## src/rtl/cv32e40x_wb_scoreboard.sv

```systemverilog
// Register-hazard scoreboard for long-latency writers: tracks issued-but-unwritten rd writes by ID
// and raises RAW/WAW stalls to ID. Table updates land at the clock edge; stalls are combinational.
module cv32e40x_wb_scoreboard #(
   parameter int REGFILE_NUM_READ_PORTS = 2,
   parameter int MAX_OUTSTANDING        = 4,
   parameter int ID_WIDTH               = 4,
   parameter int RF_ADDR_WIDTH          = 5
) (
   input  logic                                        clk,
   input  logic                                        rst_n,
   input  logic                                        issue_valid_i,
   input  logic [ID_WIDTH-1:0]                         issue_id_i,
   input  logic                                        issue_we_i,
   input  logic [RF_ADDR_WIDTH-1:0]                    issue_rd_i,
   output logic                                        issue_ready_o,
   input  logic                                        commit_valid_i,
   input  logic [ID_WIDTH-1:0]                         commit_id_i,
   input  logic                                        commit_kill_i,
   input  logic                                        result_valid_i,
   input  logic [ID_WIDTH-1:0]                         result_id_i,
   input  logic                                        flush_i,
   input  logic [REGFILE_NUM_READ_PORTS-1:0]           rf_re_id_i,
   input  logic [REGFILE_NUM_READ_PORTS*RF_ADDR_WIDTH-1:0] rf_raddr_id_i,
   input  logic                                        rf_we_id_i,
   input  logic [RF_ADDR_WIDTH-1:0]                    rd_id_i,
   output logic                                        stall_raw_o,
   output logic                                        stall_waw_o,
   output logic [$clog2(MAX_OUTSTANDING+1)-1:0]        outstanding_cnt_o,
   output logic                                        empty_o
);

   localparam int CNT_W    = $clog2(MAX_OUTSTANDING+1);
   localparam int NUM_REGS = 1 << RF_ADDR_WIDTH;

   typedef struct packed {
      logic                     valid;
      logic [ID_WIDTH-1:0]      id;
      logic                     we;
      logic [RF_ADDR_WIDTH-1:0] rd;
      logic                     committed;
   } entry_t;

   entry_t                     tbl_q [MAX_OUTSTANDING];
   entry_t                     tbl_d [MAX_OUTSTANDING];
   logic [MAX_OUTSTANDING-1:0] alloc_oh;
   logic [MAX_OUTSTANDING-1:0] res_match;
   logic [MAX_OUTSTANDING-1:0] cmt_match;
   logic [MAX_OUTSTANDING-1:0] free_vec;
   logic [MAX_OUTSTANDING-1:0] dup_vec;
   logic                       full;
   logic                       issue_en;
   logic [NUM_REGS-1:0]        busy;
   logic [CNT_W-1:0]           cnt;

   // Lowest-index free entry; full is the AND of all valid bits once the loop ends.
   always_comb begin
      full     = 1'b1;
      alloc_oh = '0;
      for (int i = 0; i < MAX_OUTSTANDING; i++) begin
         if (!tbl_q[i].valid && full) begin
            alloc_oh[i] = 1'b1;
         end
         full = full & tbl_q[i].valid;
      end
   end

   assign issue_ready_o = !full;
   assign issue_en      = issue_valid_i && !full && !flush_i;

   always_comb begin
      tbl_d     = tbl_q;
      res_match = '0;
      cmt_match = '0;
      free_vec  = '0;
      dup_vec   = '0;
      for (int i = 0; i < MAX_OUTSTANDING; i++) begin
         res_match[i] = tbl_q[i].valid && result_valid_i && (tbl_q[i].id == result_id_i);
         cmt_match[i] = tbl_q[i].valid && commit_valid_i && (tbl_q[i].id == commit_id_i);
         dup_vec[i]   = tbl_q[i].valid && (tbl_q[i].id == issue_id_i);
         free_vec[i]  = res_match[i]
                      || (cmt_match[i] && commit_kill_i)
                      || (tbl_q[i].valid && flush_i && !tbl_q[i].committed);
         // Freeing wins over setting committed, so result+commit on one ID frees it.
         if (free_vec[i]) begin
            tbl_d[i] = '0;
         end else if (cmt_match[i] && !commit_kill_i) begin
            tbl_d[i].committed = 1'b1;
         end
         if (issue_en && alloc_oh[i]) begin
            tbl_d[i].valid     = 1'b1;
            tbl_d[i].id        = issue_id_i;
            tbl_d[i].we        = issue_we_i;
            tbl_d[i].rd        = issue_rd_i;
            tbl_d[i].committed = 1'b0;
         end
      end
   end

   always_ff @(posedge clk or negedge rst_n) begin
      if (!rst_n) begin
         for (int i = 0; i < MAX_OUTSTANDING; i++) begin
            tbl_q[i] <= '0;
         end
      end else begin
         tbl_q <= tbl_d;
      end
   end

   // Per-register pending-write map; the in-flight issue is included so ID sees it the same cycle.
   always_comb begin
      busy = '0;
      for (int i = 0; i < MAX_OUTSTANDING; i++) begin
         if (tbl_q[i].valid && tbl_q[i].we) begin
            busy[tbl_q[i].rd] = 1'b1;
         end
      end
      if (issue_valid_i && issue_we_i && !flush_i) begin
         busy[issue_rd_i] = 1'b1;
      end
      busy[0] = 1'b0;
   end

   always_comb begin
      stall_raw_o = 1'b0;
      for (int p = 0; p < REGFILE_NUM_READ_PORTS; p++) begin
         if (rf_re_id_i[p] && busy[rf_raddr_id_i[p*RF_ADDR_WIDTH +: RF_ADDR_WIDTH]]) begin
            stall_raw_o = 1'b1;
         end
      end
      stall_waw_o = rf_we_id_i && busy[rd_id_i];
   end

   always_comb begin
      cnt = '0;
      for (int i = 0; i < MAX_OUTSTANDING; i++) begin
         cnt = cnt + CNT_W'(tbl_q[i].valid);
      end
   end

   assign outstanding_cnt_o = cnt;
   assign empty_o           = (cnt == '0);

   a_issue_unique: assert property (@(posedge clk) disable iff (!rst_n)
      !(issue_valid_i && issue_ready_o && (|dup_vec)));
   a_result_match: assert property (@(posedge clk) disable iff (!rst_n)
      !(result_valid_i && !(|res_match)));

endmodule

```

## config.mk

```make
export PLATFORM = sky130hd
export DESIGN_NAME = cv32e40x_wb_scoreboard
export DESIGN_NICKNAME = d
export VERILOG_FILES = /design/src/rtl/cv32e40x_wb_scoreboard.sv
export SDC_FILE = /design/constraint.sdc
export NUM_CORES = 1
export LEC_CHECK = 0
export CORE_UTILIZATION = 63
export DETAILED_ROUTE_END_ITERATION = 12
export PLACE_DENSITY = 0.95
export SYNTH_ARGS = -nofsm -noshare
export SYNTH_HDL_FRONTEND = slang
export SYNTH_SLANG_ARGS = --single-unit
```

## constraint.sdc

```tcl
create_clock -name clk -period 6.5 [get_ports clk]
set_input_delay 1.3 -clock clk [delete_from_list [all_inputs] [get_ports clk]]
set_output_delay 1.3 -clock clk [all_outputs]
set_load 0.03 [all_outputs]
```

==> metrics.cfg <==
[worst_setup_path]
cpMaxStageDelayCell=clkdlybuf4s50_1
reg2regPathDepth=4
crit_start=issue_rd_i[1]
cp_max_fo=9
critPathMaxStageDelay_ps=610
worstSetupStartpointType=input port
cp.depth=10
cp_cell_sequence=clkdlybuf4s50_1 > nand4bb_1 > nor3_1 > nor3_1 > mux2i_1 > a221oi_2 > a31oi_2 > a221oi_2 > o32ai_2 > clkdlybuf4s50_1
critical_path.endpoint=stall_raw_o
critPathKind=in -> out
worst_ep_required_time_ps=5200
r2r_end=tbl_q[26]
r2r_start=tbl_q[47]
cpLargestDelayFamily=buffers and inverters
path_buf_inv=2
cp-end-kind=output port
cp.arrival_ps=4850
r2r_slack_ps=4160

[synthesis]
syn_area_um2=4670
async_flop_share_pct=100
yosysTopAreaCell=dfrtp_1
synth.distinct_cells=70
synth.avg_cell_area_um2=8.37
synth_seq_cells=48
synth_top_area_share_pct=25.7
synth_warnings=0
synth_edf_count=0
synthTopCellsByArea=dfrtp_1 (26%), o22ai_1 (9.4%), a22o_1 (4.3%), nand2_1 (4.2%), nor3_1 (4.1%)
synth_cells=558
ys_seq_area_share_pct=25.7
synthesis.nets=604
synthFlopType=dfrtp_1

[final_layout]
largest_reg_flops=48
diodes=0
top_register=tbl_q
nets=629
area_delta_synth_final_pct=12.8
fin_area_um2=5270
final_cell_mix=o22ai_1 (70), nand2_1 (52), clkdlybuf4s50_1 (48), dfrtp_1 (48), nor3_1 (38)
multiInputGateArea_um2=3230
drive_above_1_share_pct=10.6
layout_commonest_cell=o22ai_1
fin_cells=682
largestRegisters=tbl_q x48
nFillCells=574
ff_latch_area_um2=1200

[floorplan]
start_util_pct=64.7
fp.dieH_um=88.1
rows=31
die_x_um=88.1
die_area_um2=7760
io_pins=50
core_area_um2=7210

[timing]
whs_ps=507
maxSlewViolCount=0
finalCritPeriodShare_pct=94.7
finalSetupTns_ps=0
fin_skew_ps=13.1
hold_viol=0
worst_pin_slew_ps=1350
fin_crit_ps=6150
clock.fmax_ghz=0.163
max_slew_margin_pct=9.56
post-route-worst-setup-slack_ps=348
rsz0062_at_grt=no
setup_viol=0

[route]
dr.pass1.iters=6
vias=5275
drtIter0Drc=825
drc_errors=0
ant_nets=0
vias_per_cell=7.73
wirelength_um=16100
wire_per_inst_um=23.6

[cts]
postCtsHoldBufs=0
path_clk_slew_ps=100
cts_tree=yes
post_cts_resized=0
worstSkewPairLatency_ps=300
cts_num_sinks=48
ctsRootBufferMaster=clkbuf_8
cts_buffers=5
htreeDepth=2
clk_path_buf_depth=2
cts_setup_buffers=0

[worst_hold_path]
hold_depth=1
hold_path.class=reg -> reg

[grt]
grt_pass1_vias=4837
grt_max_degree=49
grt_use_total_pct=42.8
grt_pass1_wl_um=25100
overflow=0
antenna_found_initial=0

[power_and_ir_drop]
peakVddDrop_uv=292
power_density_nw_per_um2=279
p_leak_uw=0.00205

[flow_run]
max_cap_violations=0

[placement]
gp_congestion=1.08
pre_cts_slack_ps=472
dp_hpwl_um=12100
portBuffers=49
dp_cells=675
placed_cell_area_um2=5180

[run_status]
status=finished, final reports clean

-- metrics by stage --
step	power (uW)	utilization [%]
floorplan	1030	-
global placement	1220	71.7
detailed placement	1260	71.7
CTS	1440	73.0
global route	1540	73.0
finish	1470	73.0
-- synth_stat cells (4+ instances only) --
master,n
a22o_1,23
inv_1,22
or3_1,6
o211ai_1,5
dfrtp_1,48
or3b_1,7
clkbuf_1,21
nor3_1,38
o2111ai_1,4
nor2b_1,4
o31ai_1,4
nand2_1,52
nand4b_2,8
a211oi_1,13
nor2_1,20
nand3b_1,16
o21ai_0,26
nand4_2,4
mux4_2,5
buf_2,12
xnor2_1,6
mux2i_1,15
o22ai_1,70
nor3b_1,5
a211o_1,5
a21oi_1,9
nand4bb_1,5
nand3_1,15
mux2_2,5
xor2_1,11
nand4_1,4
nand2b_1,5
-- how the worst min path moves through the flow --
stage	startpoint	end	slack [ps]
5_1_grt	tbl_q[0]	tbl_q[0]	530
3_3_place_gp	tbl_q[0]	tbl_q[0]	470
3_5_place_dp	tbl_q[0]	tbl_q[0]	480
2_1_floorplan	tbl_q[0]	tbl_q[0]	460
4_1_cts	tbl_q[0]	tbl_q[0]	510
6_report	tbl_q[0]	tbl_q[0]	510
-- layout make-up --
type	count	area share, %
clock buffer	6	1.57
inverter	23	1.64
multi-input combinational	449	61.3
timing repair buffer	56	10.2
clock inverter	1	0.166
tap	99	2.35
sequential	48	22.8
-- cells by family after synthesis --
group,after synthesis,share of synthesized area [%]
AND/OR/NAND/NOR,211,27.9
multiplexers,25,6.83
flip-flops,48,25.7
buffers and inverters,61,5.46
AO/OA/AOI/OAI,193,29.9
XOR/XNOR,17,3.19
adder cells (fa/ha/maj),3,0.964
-- report_power, final --
group          leakage [uW]  internal (uW)  total (uW)  switching (uW)
logic               0.00136            299         666             367
clock network     0.0000473           85.1         187             102
registers          0.000645            402         617             215
-- routing by layer --
| layer | wire, um | GRT usage, % | vias to the layer above |
|---|---|---|---|
| li1 | - | - | 2252 |
| met1 | 6220 | 60.1 | 2465 |
| met2 | 7000 | 64.6 | 486 |
| met3 | 2430 | 12.8 | 72 |
| met4 | 456 | 11.1 | 0 |
| met5 | 0 | 0 | - |
-- worst reg2reg max path, cell delays in order, from the launching register on --
cell and delay (ps):
dfrtp_1 720, inv_1 160, nor3_1 1090, nand2_1 160, o21ai_0 130
Note: power is estimated with default switching activity, not from simulation.
